## src/rtl/mult_div_unit.sv

```systemverilog
// Multi-cycle MIPS multiply/divide unit owning HI/LO: shift-add multiply, restoring divide, one bit per cycle.
// Optional MTHI/MTLO write port enabled by defining MDU_HILO_WRITE_EN.
module mult_div_unit #(
    parameter int WIDTH = 32
) (
    input  logic             clk,
    input  logic             reset,
    input  logic             start_i,
    input  logic [1:0]       op_i,
    input  logic [WIDTH-1:0] a_i,
    input  logic [WIDTH-1:0] b_i,
`ifdef MDU_HILO_WRITE_EN
    input  logic             hi_we_i,
    input  logic             lo_we_i,
    input  logic [WIDTH-1:0] wdata_i,
`endif
    output logic             busy_o,
    output logic             done_o,
    output logic             div_by_zero_o,
    output logic [WIDTH-1:0] hi_o,
    output logic [WIDTH-1:0] lo_o
);
    localparam int CW = (WIDTH > 1) ? $clog2(WIDTH) : 1;

    typedef enum logic [1:0] {IDLE, RUN, FIX} state_t;
    state_t state, state_nxt;

    logic             is_div;
    logic             neg_q;
    logic             neg_r;
    logic             dz;
    logic [CW-1:0]    cnt;
    logic [WIDTH-1:0] acc;
    logic [WIDTH-1:0] q;
    logic [WIDTH-1:0] m;

    logic             idle;
    logic             accept;
    logic             b_zero;
    logic             is_signed;
    logic [WIDTH-1:0] a_abs;
    logic [WIDTH-1:0] b_abs;

    // The done cycle sits in IDLE but still counts as busy, so starts there are ignored.
    assign idle      = (state == IDLE) && !done_o;
    assign accept    = idle && start_i;
    assign b_zero    = op_i[1] && (b_i == '0);
    assign is_signed = ~op_i[0];
    assign a_abs     = (is_signed && a_i[WIDTH-1]) ? -a_i : a_i;
    assign b_abs     = (is_signed && b_i[WIDTH-1]) ? -b_i : b_i;
    assign busy_o    = (state != IDLE) || done_o;

    logic [WIDTH:0]       mul_sum;
    logic [WIDTH:0]       div_shift;
    logic [WIDTH+1:0]     div_trial;
    logic [2*WIDTH-1:0]   prod_fix;

    // acc:q holds partial product (multiply) or remainder:dividend/quotient (divide)
    assign mul_sum   = {1'b0, acc} + (q[0] ? {1'b0, m} : '0);
    assign div_shift = {acc, q[WIDTH-1]};
    assign div_trial = {1'b0, div_shift} - {2'b00, m};
    assign prod_fix  = neg_q ? -{acc, q} : {acc, q};

    always_ff @(posedge clk or negedge reset) begin
        if (!reset) state <= IDLE;
        else        state <= state_nxt;
    end

    always_comb begin
        state_nxt = state;
        case (state)
            IDLE:    if (accept) state_nxt = b_zero ? FIX : RUN;
            RUN:     if (cnt == CW'(WIDTH-1)) state_nxt = FIX;
            FIX:     state_nxt = IDLE;
            default: state_nxt = IDLE;
        endcase
    end

    always_ff @(posedge clk or negedge reset) begin
        if (!reset) begin
            is_div        <= 1'b0;
            neg_q         <= 1'b0;
            neg_r         <= 1'b0;
            dz            <= 1'b0;
            cnt           <= '0;
            acc           <= '0;
            q             <= '0;
            m             <= '0;
            done_o        <= 1'b0;
            div_by_zero_o <= 1'b0;
            hi_o          <= '0;
            lo_o          <= '0;
        end else begin
            done_o        <= 1'b0;
            div_by_zero_o <= 1'b0;
            case (state)
                IDLE: begin
                    if (accept) begin
                        is_div <= op_i[1];
                        neg_q  <= is_signed && (a_i[WIDTH-1] ^ b_i[WIDTH-1]);
                        neg_r  <= is_signed && a_i[WIDTH-1];
                        dz     <= b_zero;
                        cnt    <= '0;
                        acc    <= b_zero ? a_i : '0;
                        if (op_i[1]) begin
                            q <= a_abs;
                            m <= b_abs;
                        end else begin
                            q <= b_abs;
                            m <= a_abs;
                        end
                    end
`ifdef MDU_HILO_WRITE_EN
                    else if (idle) begin
                        if (hi_we_i) hi_o <= wdata_i;
                        if (lo_we_i) lo_o <= wdata_i;
                    end
`endif
                end
                RUN: begin
                    cnt <= cnt + 1'b1;
                    if (is_div) begin
                        if (!div_trial[WIDTH+1]) begin
                            acc <= div_trial[WIDTH-1:0];
                            q   <= {q[WIDTH-2:0], 1'b1};
                        end else begin
                            acc <= div_shift[WIDTH-1:0];
                            q   <= {q[WIDTH-2:0], 1'b0};
                        end
                    end else begin
                        acc <= mul_sum[WIDTH:1];
                        q   <= {mul_sum[0], q[WIDTH-1:1]};
                    end
                end
                FIX: begin
                    done_o        <= 1'b1;
                    div_by_zero_o <= dz;
                    if (dz) begin
                        hi_o <= acc;
                        lo_o <= '1;
                    end else if (is_div) begin
                        lo_o <= neg_q ? -q : q;
                        hi_o <= neg_r ? -acc : acc;
                    end else begin
                        {hi_o, lo_o} <= prod_fix;
                    end
                end
                default: ;
            endcase
        end
    end
endmodule
```

## config.mk

```make
export PLATFORM = sky130hd
export DESIGN_NAME = mult_div_unit
export DESIGN_NICKNAME = d
export VERILOG_FILES = /design/src/rtl/mult_div_unit.sv
export SDC_FILE = /design/constraint.sdc
export NUM_CORES = 1
export LEC_CHECK = 0
export CAP_MARGIN = 20
export CORE_AREA = 2 2 172 174
export CTS_BUF_LIST = sky130_fd_sc_hd__clkbuf_8
export DETAILED_ROUTE_END_ITERATION = 8
export DIE_AREA = 0 0 174 176
export DONT_BUFFER_PORTS = 1
export PLACE_DENSITY = 0.73
export SYNTH_ARGS = -nofsm -noshare
export SYNTH_HDL_FRONTEND = slang
export SYNTH_SLANG_ARGS = --single-unit
```

## constraint.sdc

```tcl
create_clock -name clk -period 6 [get_ports clk]
set_input_delay 1.8 -clock clk [delete_from_list [all_inputs] [get_ports clk]]
set_output_delay 1.8 -clock clk [all_outputs]
set_load 0.02 [all_outputs]
```

==> reports/results.txt <==
clk root buf: clkbuf_8
Post-CTS Setup Bufs: 0
Initial DRT Pass Iterations: 6
post-layout util: 0.547
Worst Setup Path Type: reg2reg
CTS H-tree lvls: 4
leak pwr: 6.41 nW
Final Instance Count excl. Fillers: 2258
vias per inst: 6.54
Avg Cell Area, Syn: 7.74 µm²
Synth Cell Area: 0.0150 mm²
die area: 0.0306 mm²
fin crit share: 0.744
VDD IR-drop max: 433 µV
Seq/Total Area, Yosys: 0.289
Iteration-0 DRC Markers: 1492
clk sink count: 173
CP endpoint kind: register
Slew HR: 0.289
post-DP HPWL: 39300 µm
first-pass GRT wire length: 79100 µm
wire length per cell: 23.0 µm
vias in the first global route: 13800
Largest stage delay, worst path: 0.59 ns
WP data required: 6.33 ns
Routed WL: 52000 µm
Critical Path Source Type: register
beginning of the worst hold path: m[24]$_DFFE_PN0P_
total power draw: 10.1 mW
DRT antenna net count: 0
gp weighted congestion: 0.975
final hold vios: 0
Synth async-reset ratio: 1.00
DIE HEIGHT: 176 µm
Initial Utilization: 0.525
fmax: 0.224 GHz
RSZ-0062 raised after global routing: no
pin count of the biggest net entering global routing: 174
worst-path cell chain: ha_1, a21oi_1, a21boi_0, o31ai_1, a21boi_0, a311oi_1, buf_4, o21a_1, o21a_1, buf_4, or4_1, o211ai_1, o211ai_1
Yosys reg bits: 173
R2R Setup Slk: 1.54 ns
Tmin final: 4.46 ns
CP top delay family: compound AO/OA/AOI/OAI gates
r2r endpoint: acc[24]$_DFFE_PN0P_
Final Skew: 0.0295 ns
worst path buffer plus inverter count: 2
Rows: 62
Tightest Hold Check Type: reg2reg
post-layout net count: 2000
outcome: complete, no violations
Ports: 136
Critical Path AT: 4.80 ns
critical path fanouts, max: 22
DIE WIDTH: 174 µm
Syn Nets: 2077
Pins Over Slew Limit: 0
register clock-pin slew on the reported worst setup and hold paths: 0.11 ns
synthesized instance count: 1936
Main synth FF type: dfrtp_1
worst reg2reg startpoint: acc[3]$_DFFE_PN0P_
CORE AREA: 0.0285 mm²
cts hold-fix bufs: 0
share of layout cells above drive strength 1: 0.0449
Resized cells post-CTS: 0
Yosys warning count: 0
CTS tree: yes
Power Dens Cells: 650 mW/mm²
maximum clock insertion buffer count: 2
initial antenna violation count: 1
CP max-delay cell: dfrtp_1
Setup violations, final: 0
Worst-Margin Slew: 1.06 ns
Placement Cell Area: 0.0152 mm²
Inst Count DP: 2223
number of synthesized flops with an enable pin: 0
GRT Total Usage: 0.334
GRT Residual Overflow: 0
r2r worst-path depth: 13
Distinct cells, synth: 74
setup_tns: 0 ns
count of input and output buffers: 0
CTS Buf Count: 17
DRC: 0
via count: 14800
area grow syn2layout: 4.14%
post-route cell area: 0.0156 mm²
hold path cells: 1
Hold EP: m[24]$_DFFE_PN0P_
maxcap violations: 0
Clock Latency Late Sink: 0.49 ns
## stage by stage
step	setup slack, ns	hold WS [ns]
CTS	1.64	0.492
global placement	1.49	0.462
floorplan	1.67	0.449
finish	1.54	0.494
detailed placement	1.42	0.470
global route	1.31	0.501
## metal layers
layer	up-vias	global-route usage	routed length, µm
met3	137	0.0844	5210
met5	-	0	0
li1	6862	-	-
met4	0	0.159	2480
met2	704	0.527	23400
met1	7072	0.429	20900
## sequential cells by signal (all words and copies together) (netlist names)
name	cells
acc	32
cnt	5
div_by_zero_o	1
done_o	1
dz	1
hi_o	32
is_div	1
lo_o	32
m	32
neg_q	1
neg_r	1
q	32
state	2
## cell usage after synthesis, types with 14 or more instances
cell / number / area (µm²)
a211oi_1: 46 / 345
a21o_1: 31 / 233
a21oi_1: 205 / 1030
a221oi_1: 24 / 210
a31oi_1: 24 / 150
clkbuf_1: 97 / 364
dfrtp_1: 173 / 4330
ha_1: 70 / 876
inv_1: 70 / 263
mux2i_1: 48 / 480
nand2_1: 179 / 672
nand2b_1: 23 / 144
nand3_1: 31 / 155
nand4_1: 14 / 87.6
nor2_1: 209 / 785
nor2b_1: 22 / 138
nor3_1: 41 / 205
nor4_1: 19 / 119
o21a_1: 14 / 105
o21ai_0: 188 / 941
o31ai_1: 25 / 188
or3_1: 14 / 87.6
xnor2_1: 86 / 753
xor2_1: 82 / 718
## area by class of cell
class | instances | area, µm²
antenna | 2 | 5.00
clock buffer | 18 | 248
clock inverter | 14 | 138
fill | 2747 | 12900
inverter | 71 | 267
multi-input combinational | 1576 | 9970
sequential | 173 | 4330
tap | 384 | 480
timing repair buffer | 20 | 163
## where the power goes
| group | switching [mW] | internal (mW) |
|---|---|---|
| Clock | 0.498 | 0.348 |
| Sequential | 0.924 | 1.61 |
| Combinational | 4.05 | 2.71 |
| Total | 5.47 | 4.67 |
## kinds of logic (layout without fill, tap and decap cells)
kind of cell / after synthesis / in the layout / share of synthesized area
compound gates: 666 / 666 / 0.274
xor+xnor: 168 / 168 / 0.0982
fa+ha+maj: 72 / 72 / 0.0611
buf+inv: 187 / 123 / 0.0474
flops: 173 / 173 / 0.289
mux: 52 / 52 / 0.0351
other cells: 0 / 2 / 0
simple gates: 618 / 618 / 0.195
## layout by cell type, fill, tap and decap left out, drive strengths merged, types with 14 or more instances in the layout
master	Yosys	routed
nor2	210	210
nand3	31	31
dfrtp	173	173
a221oi	24	24
o31ai	26	26
o21a	14	14
nor4	21	21
a211oi	46	46
nand4	14	14
a21o	31	31
nand2	180	180
nor2b	22	22
o21ai	193	193
or4	16	16
inv	70	75
mux2i	48	48
or3	16	16
nand2b	23	23
ha	70	70
nor3	44	44
xor2	82	82
buf	19	20
clkbuf	97	18
a31oi	24	24
a21oi	205	205
xnor2	86	86
## worst max path at each step
| stage | start | endpoint | slack (ns) | depth (start not counted) |
|---|---|---|---|---|
| 6_report | acc[3]$_DFFE_PN0P_ | acc[24]$_DFFE_PN0P_ | 1.54 | 13 |
| 2_1_floorplan | a_i[6] | q[22]$_DFFE_PN0P_ | 1.67 | 10 |
| 5_1_grt | acc[3]$_DFFE_PN0P_ | acc[24]$_DFFE_PN0P_ | 1.31 | 13 |
| 3_5_place_dp | b_i[24] | acc[31]$_DFFE_PN0P_ | 1.42 | 9 |
| 3_3_place_gp | b_i[24] | acc[31]$_DFFE_PN0P_ | 1.49 | 9 |
| 4_1_cts | acc[3]$_DFFE_PN0P_ | acc[24]$_DFFE_PN0P_ | 1.64 | 13 |
(Power assumes the default switching activity.)
